**src/rtl/gen_arb2.sv**
```systemverilog
// gen_arb2: two-requester arbiter in front of one shared streaming generator.
// Round-robin grant, one-cycle launch, combinational routing while streaming,
// and a one-cycle generator reset on abort.
// Optional feature: define GEN_ARB2_WATCHDOG_EN to add an 8-bit stall watchdog
// that aborts a stuck stream and raises a sticky err flag.
module gen_arb2 (
    input  logic               __clock,
    input  logic               __reset,
    input  logic               r0_req,
    input  logic               r1_req,
    input  logic signed [31:0] r0_n,
    input  logic signed [31:0] r1_n,
    input  logic               r0_ready,
    input  logic               r1_ready,
    output logic               r0_valid,
    output logic               r0_done,
    output logic               r1_valid,
    output logic               r1_done,
    output logic signed [31:0] r0_output_0,
    output logic signed [31:0] r1_output_0,
    output logic signed [31:0] g_n,
    output logic               g_start,
    output logic               g_reset,
    output logic               g_ready,
    input  logic               g_valid,
    input  logic               g_done,
    input  logic signed [31:0] g_output_0,
    output logic [1:0]         grant,
    output logic               err
);

    typedef enum logic [1:0] {IDLE, LAUNCH, STREAM, ABORT} state_t;

    state_t      state_q, state_d;
    logic [1:0]  grant_q, grant_d;
    // 1 means r1 was served last, so r0 is favoured on a tie.
    logic        last_q, last_d;

    logic               sel_req;
    logic               sel_ready;
    logic signed [31:0] sel_n;
    logic               streaming;
    logic               xfer;

`ifdef GEN_ARB2_WATCHDOG_EN
    logic [7:0] wd_q, wd_d;
    logic       err_q, err_d;
`endif

    // Pick the owner's request, ready and argument.
    always_comb begin
        sel_req   = 1'b0;
        sel_ready = 1'b0;
        sel_n     = '0;
        if (grant_q[0]) begin
            sel_req   = r0_req;
            sel_ready = r0_ready;
            sel_n     = r0_n;
        end else if (grant_q[1]) begin
            sel_req   = r1_req;
            sel_ready = r1_ready;
            sel_n     = r1_n;
        end
    end

    // Generator-facing and requester-facing outputs; everything is silenced during reset.
    always_comb begin
        streaming   = (state_q == STREAM) && !__reset;
        g_start     = (state_q == LAUNCH) && !__reset;
        g_ready     = streaming && sel_ready;
        g_reset     = __reset || (state_q == ABORT);
        g_n         = __reset ? '0 : sel_n;
        xfer        = g_valid && g_ready;
        r0_valid    = streaming && grant_q[0] && g_valid;
        r0_done     = streaming && grant_q[0] && g_done;
        r0_output_0 = (streaming && grant_q[0]) ? g_output_0 : '0;
        r1_valid    = streaming && grant_q[1] && g_valid;
        r1_done     = streaming && grant_q[1] && g_done;
        r1_output_0 = (streaming && grant_q[1]) ? g_output_0 : '0;
        grant       = grant_q;
`ifdef GEN_ARB2_WATCHDOG_EN
        err         = err_q;
`else
        err         = 1'b0;
`endif
    end

    // Next-state logic: arbitration, launch, stream end, abort.
    always_comb begin
        state_d = state_q;
        grant_d = grant_q;
        last_d  = last_q;
`ifdef GEN_ARB2_WATCHDOG_EN
        wd_d    = wd_q;
        err_d   = err_q;
`endif
        case (state_q)
            IDLE: begin
                if (r0_req && r1_req) begin
                    grant_d = last_q ? 2'b01 : 2'b10;
                    state_d = LAUNCH;
                end else if (r0_req) begin
                    grant_d = 2'b01;
                    state_d = LAUNCH;
                end else if (r1_req) begin
                    grant_d = 2'b10;
                    state_d = LAUNCH;
                end
            end
            LAUNCH: begin
                state_d = sel_req ? STREAM : ABORT;
`ifdef GEN_ARB2_WATCHDOG_EN
                wd_d    = '0;
`endif
            end
            STREAM: begin
                // A done transfer takes priority over a dropped request.
                if (xfer && g_done) begin
                    state_d = IDLE;
                    grant_d = '0;
                    last_d  = grant_q[1];
                end else if (!sel_req) begin
                    state_d = ABORT;
`ifdef GEN_ARB2_WATCHDOG_EN
                end else if (wd_q == '1) begin
                    state_d = ABORT;
                    err_d   = 1'b1;
                end else if (xfer) begin
                    wd_d = '0;
                end else begin
                    wd_d = wd_q + 8'd1;
`endif
                end
            end
            ABORT: begin
                state_d = IDLE;
                grant_d = '0;
                last_d  = grant_q[1];
            end
        endcase
    end

    // State registers with synchronous reset.
    always_ff @(posedge __clock) begin
        if (__reset) begin
            state_q <= IDLE;
            grant_q <= '0;
            last_q  <= 1'b1;
`ifdef GEN_ARB2_WATCHDOG_EN
            wd_q    <= '0;
            err_q   <= 1'b0;
`endif
        end else begin
            state_q <= state_d;
            grant_q <= grant_d;
            last_q  <= last_d;
`ifdef GEN_ARB2_WATCHDOG_EN
            wd_q    <= wd_d;
            err_q   <= err_d;
`endif
        end
    end

endmodule

```
**config.mk**
```make
export PLATFORM = sky130hd
export DESIGN_NAME = gen_arb2
export DESIGN_NICKNAME = d
export VERILOG_FILES = /design/src/rtl/gen_arb2.sv
export SDC_FILE = /design/constraint.sdc
export NUM_CORES = 1
export LEC_CHECK = 0
export CORE_AREA = 2 2 82 84
export DETAILED_ROUTE_END_ITERATION = 8
export DIE_AREA = 0 0 84 86
export PLACE_DENSITY_LB_ADDON = 0.12
export SYNTH_ARGS = -nofsm -noshare
export SYNTH_HDL_FRONTEND = slang
export SYNTH_SLANG_ARGS = --single-unit
```
**constraint.sdc**
```tcl
create_clock -name __clock -period 1.39 [get_ports __clock]
set_input_delay 0.139 -clock __clock [delete_from_list [all_inputs] [get_ports __clock]]
set_output_delay 0.139 -clock __clock [all_outputs]
set_load 0.03 [all_outputs]
```
======== After elaboration in Yosys (flattened, before gate mapping) ========
Index checks and enable logic that the tools add are counted.
storage, ports and cells
  logic and storage cells ................. 53
  flip-flop bits (word level) ............. 5
  output and inout port bits .............. 106
  input port bits ......................... 104
cells by class
  equal/unequal tests ..................... 6
  reductions and logical operators ........ 20
  muxes and demuxes ....................... 24
operators with widths
  kind                                                    count
  two-way mux 32 bit                                      5
  two-way mux 2 bit                                       10
  logical AND 1 bit                                       12
  case mux 2 bit (4 select lines)                         1
  two-way mux 1 bit                                       6
  case mux 2 bit (3 select lines)                         1
  equality test 2 bit (second input constant)             2
  inequality test 4 bit (second input constant)           1
  AND reduction 2 bit                                     2
  inequality test 3 x 2 -> 1 bit (second input constant)  1
  AND reduction 3 bit                                     1
  nonzero test 3 bit                                      1
  equality test 2 x 1 -> 1 bit (second input constant)    1
  zero test 2 bit                                         1
  inequality test 2 x 1 -> 1 bit (second input constant)  1
  case mux 1 bit (2 select lines)                         1
  nonzero test 2 bit                                      1
  zero test 1 bit                                         1
  logical OR 1 bit                                        1

======== Depth between registers and ports, before layout ========
Gate-level depths: netlist of run 1.
  depth after elaboration ................. 7
  depth in mapped cells ................... 5
  gate-level depth less buffers ........... 3

======== Worst setup path after synthesis of run 1 ========
OpenSTA, ideal clock, no wires.
  path kind ............................... reg2out
  start ................................... register grant_q[0], in the netlist grant[0]
  end ..................................... output g_ready
  arrival ................................. 1.654 ns
  buffers on the path ..................... 1
  required time ........................... 1.251 ns
  slack ................................... -0.403 ns
  stages on the path, launching flop included .. 4
  path through ............................ dfxtp_1 > buf_2 > nand2_1 > a211oi_1
on the way
  longest elaborated chain between the ends .. 2
RTL lines
  item                    RTL line  RTL
  start, declared         35        logic [1:0] grant_q, grant_d;
  start signal, assigned  155       grant_q <= grant_d;
  two-way mux 1 bit       55        if (grant_q[0]) begin
  logical AND 1 bit       70        g_ready = streaming && sel_ready;
  end, declared           24        output logic g_ready,
No other way between the ends.

======== Final worst setup path of run 1 ========
  start ................................... register state_q[0]
  end ..................................... output r0_output_0[14]
on the way
  longest elaborated chain between the ends .. 4
RTL lines
  item                    RTL line  RTL
  start, declared         34        state_t state_q, state_d;
  start signal, assigned  154       state_q <= state_d;
  equality test 2 bit     68        streaming = (state_q == STREAM) && !__reset;
  logical AND 1 bit       68
  logical AND 1 bit       76        r0_output_0 = (streaming && grant_q[0]) ? g_output_0 : '0;
  two-way mux 32 bit      76
  end, declared           19        output logic signed [31:0] r0_output_0,
No other way between the ends.

==> results of run 1 <==
==> report_power, final <==
group          switching (mW)  internal (mW)  total, mW
Clock                  0.0780          0.197      0.275
Sequential             0.0568          0.207      0.264
Combinational            1.31           1.30       2.61
==> final timing paths <==
| check | from | endpoint | slack (ns) |
|---|---|---|---|
| max | state_q[0] | r0_output_0[14] | -0.14 |
| max reg2reg | grant[0] | last_q | 0.07 |
| min reg2reg | last_q | last_q | 0.57 |
| min | __reset | grant[1] | 0.51 |
==> routing by layer <==
layer | share of wire | global-route usage
met5 | 0 | 0
met4 | 0.0050 | 0.0220
met3 | 0.10 | 0.0626
met2 | 0.54 | 0.377
met1 | 0.35 | 0.195
==> layout make-up <==
cell class / count / area [um2] / share of cell area
clock buffer: 4 / 45.0 / 0.0110
inverter: 1 / 3.75 / 0.000913
multi-input combinational: 171 / 1390 / 0.339
sequential: 5 / 109 / 0.0265
tap: 77 / 96.3 / 0.0234
timing repair buffer: 224 / 2460 / 0.599
==> worst register-to-register path, cell delays in order, from the launching register on <==
cell	delay, ns
dfxtp_4	0.36
buf_6	0.13
nand3b_1	0.18
buf_4	0.17
a211oi_2	0.21
mux2i_1	0.20
==> sequential cells by signal, indices dropped and copies added (netlist names) <==
register / flops
last_q: 1
grant: 2
state_q: 2
==> cells by family (layout without fill, tap and decap cells) <==
kind of cell | count (synthesis) | after routing | synth area share
AND/OR/NAND/NOR | 122 | 122 | 0.534
AO/OA/AOI/OAI | 47 | 47 | 0.264
buffers and inverters | 23 | 229 | 0.116
flip-flops | 5 | 5 | 0.0758
other | 1 | 1 | 0.00284
multiplexers | 1 | 1 | 0.00758
==> stage by stage <==
step / cell area [um2] / instances / utilization / setup TNS [ns] / worst slack [ns]
5_1_grt: 4110 / 482 / 0.655 / -16.67 / -0.203
6_report: 4110 / 482 / 0.655 / -10.81 / -0.145
3_3_place_gp: 3460 / 472 / 0.551 / 0 / 0.0168
2_1_floorplan: 1490 / 199 / - / 0 / 0.00297
4_1_cts: 4020 / 483 / 0.640 / -12.18 / -0.171
3_5_place_dp: 3460 / 472 / 0.551 / -0.136 / -0.0456
==> timing repair <==
| action | in CTS | in global routing |
|---|---|---|
| endpoints found under the setup margin | 102 | 102 |
| pin swaps | 3 | 20 |
| hold endpoints to repair | 0 | 0 |
| resized for setup | 114 | 27 |
| cloned | 2 | 1 |
| setup buffers | 5 | 1 |
==> synth_stat cells, types with 2 or more instances <==
cell type | number | area share
a211oi_1 | 2 | 0.011
a21oi_1 | 3 | 0.011
a22oi_1 | 32 | 0.18
a311oi_1 | 2 | 0.013
a31oi_1 | 4 | 0.019
and2_1 | 60 | 0.28
and2_2 | 8 | 0.045
buf_2 | 5 | 0.019
buf_4 | 2 | 0.011
buf_6 | 7 | 0.060
clkbuf_1 | 7 | 0.020
dfxtp_1 | 5 | 0.076
nand2_1 | 6 | 0.017
nand3_1 | 3 | 0.011
nand3b_1 | 2 | 0.011
nor2_1 | 36 | 0.10
nor3b_4 | 2 | 0.028
==> results.ini, run 1 <==
[drt]
drtIter0Drc=110
antenna_left=0
num_vias=2239
wl_per_cell_um=15.4
drc=0
via_per_inst=4.65
dr.pass1.iters=4
routed_wl_um=7400

[synth]
ys_seq_area_frac=0.0758
synthFlopType=dfxtp_1
synth_cells=199
syn_area_um2=1320
synth_seq_cells=5
synth_fp_nets=303
yosysWarnings=0
postSynthAreaPerCell_um2=6.63
synth_cell_types=30
synth-async-reset-ratio=0
synth_edf_count=0

[sta]
min_period_ns=1.53
fmax_mhz=652
whs_ns=0.507
hold_viol_final=0
finalCritPeriodShare=1.10
skew_ns=0.00689
setup_violations=101
slew_violations=0
setup_slack_ns=-0.145
rsz0062_at_grt=true

[worst_setup_path]
setup.worst_path.end_class=output port
arrival_ns=1.40
cp_top_family=simple AND/OR/NAND/NOR gates
slowest_stage=dfxtp_1
crit_fanout=34
required_ns=1.25
critPathMaxStageDelay_ns=0.30
cp.depth=5
reg2reg_depth=5
worstSetupStartpointType=flip-flop
worstPathCellList=nand2b_4, nor3b_4, buf_12, and2_2, buf_6
path_buf_inv=2
worstSetupPathType=reg2out

[min_path]
worstHoldPathType=in2reg
hold-path-cell-count=3

[power]
leakagePower_nw=1.68
power_density_nw_per_um2=767
peakVddDrop_uv=515
total_power_mw=3.15

[floorplanning]
initial_core_util=0.210
die_w_um=84
die_area_um2=7220
core-area_um2=6280
num_rows=29
die_y_um=86
io_pins=210

[grt]
grt_pass1_wl_um=11100
grt_max_degree=43
antenna_found_initial=0
grt_pass1_vias=2173
grt_overflow=0
track_usage=0.189

[cts]
cts.clk_slew.worst_paths_ns=0.03
clk_path_buf_depth=2
insertion_delay_ns=0.23
htreeDepth=1
root_buffer=clkbuf_8
cts_tree=yes
cts_sinks=5
postCtsHoldBufs=0
cts_buffers=3

[final_layout]
diodes=0
syn2layout_area_growth_pct=211
nNetsFinal=510
layout_common_cells=clkdlybuf4s50_1, buf_6, and2_2, a22oi_2, nor2_2
layout_commonest_cell=clkdlybuf4s50_1
num-fill-cells=533
final_layout_size_suffix_gt1_frac=0.654

[status]
outcome=finished, violations left
violations=negative setup slack

[placed_design]
post-dp-hpwl_um=5730
portBuffers=208
globalplace.congestion=0.837

[run]
maxCapViolations=0

Note: power is estimated with default switching activity, not from simulation.
==> run 2, diff against run 1 <==
--- a/config.mk
+++ b/config.mk
@@ -6,6 +6,7 @@
 export NUM_CORES = 1
 export LEC_CHECK = 0
 export CORE_AREA = 2 2 82 84
+export CTS_CLUSTER_DIAMETER = 40
 export DETAILED_ROUTE_END_ITERATION = 8
 export DIE_AREA = 0 0 84 86
 export PLACE_DENSITY_LB_ADDON = 0.12
==> constraint.sdc (replaced) <==
create_clock -name __clock -period 1.39 [get_ports __clock]
set_input_delay 0.3475 -clock __clock [delete_from_list [all_inputs] [get_ports __clock]]
set_output_delay 0.3475 -clock __clock [all_outputs]
set_load 0.03 [all_outputs]
==> run 2 against run 1 <==
The flow still finishes with violations (negative setup slack). Clock-buffer cell count is the same. Fmax shrank 12%. Highest routed layer unchanged. Sequential share of layout area shrank 0.32 points. Register-to-register slack lost 0.16 ns. Clock power grew 2%. Non-clock buffer count grew 20. First-iteration DRC count shrank 39%. Critical path type unchanged. Die area is the same. Largest power group unchanged.
==> results.ini, run 2 (same netlist as run 1, synthesis figures left out) <==
[drt]
dr.pass1.iters=4
num_vias=2382
routed_wl_um=8280
via_per_inst=4.75
drtIter0Drc=67
drc=0
antenna_left=0
wl_per_cell_um=16.5

[placed_design]
post-dp-hpwl_um=5910
dpl_cell_area_um2=3800
globalplace.congestion=0.783
dp_slack_ns=-0.321
portBuffers=208

[floorplanning]
num_rows=29
die_w_um=84
die_y_um=86
core-area_um2=6280
die_area_um2=7220
initial_core_util=0.210
io_pins=210

[worst_setup_path]
r2r-start=grant[0]
required_ns=1.04
setup.worst_path.end_class=output port
worstSetupStartpointType=flip-flop
arrival_ns=1.40
worstSetupPathType=reg2out
r2r_setup_slack_ns=-0.09
worstReg2RegEnd=last_q
crit_fanout=34
reg2reg_depth=6

[min_path]
hold-path-cell-count=2
worstHoldPathType=reg2reg
min_to=last_q
min_from=last_q

[final_layout]
diodes=0
final_layout_size_suffix_gt1_frac=0.689
layout_commonest_cell=buf_6
fin_area_um2=4560
syn2layout_area_growth_pct=246
num-fill-cells=468
layout_common_cells=buf_6, clkdlybuf4s50_1, and2_2, a22oi_2, nor2_4
nNetsFinal=530

[power]
leakagePower_nw=1.85
power_density_nw_per_um2=852
peakVddDrop_uv=880

[sta]
rsz0062_at_grt=true
setup_slack_ns=-0.362
setup_violations=103
hold_viol_final=0
fmax_mhz=571
finalCritPeriodShare=1.26
min_period_ns=1.75
skew_ns=0.00543
slew_violations=0

[cts]
cts.clk_slew.worst_paths_ns=0.04
cts_buffers=3
cts_sinks=5
clk_path_buf_depth=2
insertion_delay_ns=0.23
root_buffer=clkbuf_8
postCtsHoldBufs=0
htreeDepth=1
cts_tree=yes

[grt]
grt_max_degree=35
grt_overflow=0
grt_pass1_wl_um=12200
grt_pass1_vias=2372
antenna_found_initial=0
track_usage=0.208

[run]
maxCapViolations=0

[status]
violations=negative setup slack
outcome=finished, violations left

==> run 2: per-stage QoR <==
stage	power (mW)	hold slack, ns	util	instances	TNS, ns
after global placement	2.79	0.525	0.605	481	-17.93
after floorplan	1.95	0.494	-	199	-14.55
final	3.89	0.551	0.727	502	-31.33
after CTS	3.57	0.544	0.698	497	-33.52
after global routing	4.08	0.589	0.727	502	-37.91
after detailed placement	2.82	0.536	0.605	481	-18.55
==> run 2: worst max path at each step <==
stage,from,to,slack (ns),depth (start not counted)
2_1_floorplan,state_q[0],r0_output_0[10],-0.20,5
3_3_place_gp,r1_ready,g_ready,-0.31,4
3_5_place_dp,r1_ready,g_ready,-0.32,4
4_1_cts,state_q[0],r1_output_0[20],-0.37,5
5_1_grt,state_q[0],r0_output_0[24],-0.44,5
6_report,state_q[0],r1_output_0[20],-0.36,5
==> run 2: final cells by class <==
| class | instances | area [um2] | area share |
|---|---|---|---|
| Timing Repair Buffer | 244 | 2730 | 0.598 |
| Inverter | 1 | 6.26 | 0.00137 |
| Multi-Input combinational cell | 171 | 1580 | 0.346 |
| Tap cell | 77 | 96.3 | 0.0211 |
| Sequential cell | 5 | 106 | 0.0233 |
| Clock buffer | 4 | 45.0 | 0.00987 |
==> run 2: worst max-delay path, stage by stage, from the launching register on <==
cell and delay [ns]:
dfxtp_1 0.30, nand2b_4 0.16, nor3b_4 0.21, buf_12 0.19
and2_2 0.19, buf_12 0.13
==> run 2: layer usage <==
metal | part of all wire | GRT usage | wire [um]
met2 | 0.56 | 0.411 | 4620
met4 | 0.011 | 0.0381 | 93
met1 | 0.36 | 0.227 | 2990
met5 | 0 | 0 | 0
met3 | 0.069 | 0.0462 | 574
==> run 2: what timing repair did <==
item / 4_1_cts / 5_1_grt
endpoints found under the hold margin: 0 / 0
buffers inserted: 8 / 5
endpoints found under the setup margin: 105 / 110
resized for setup: 105 / 26
gates cloned: 4 / 3
pin swaps: 28 / 25
==> run 2: power by group <==
| part | switching (mW) | internal, mW |
|---|---|---|
| clock network | 0.0821 | 0.198 |
| registers | 0.0531 | 0.206 |
| logic | 1.61 | 1.74 |
| total | 1.74 | 2.14 |
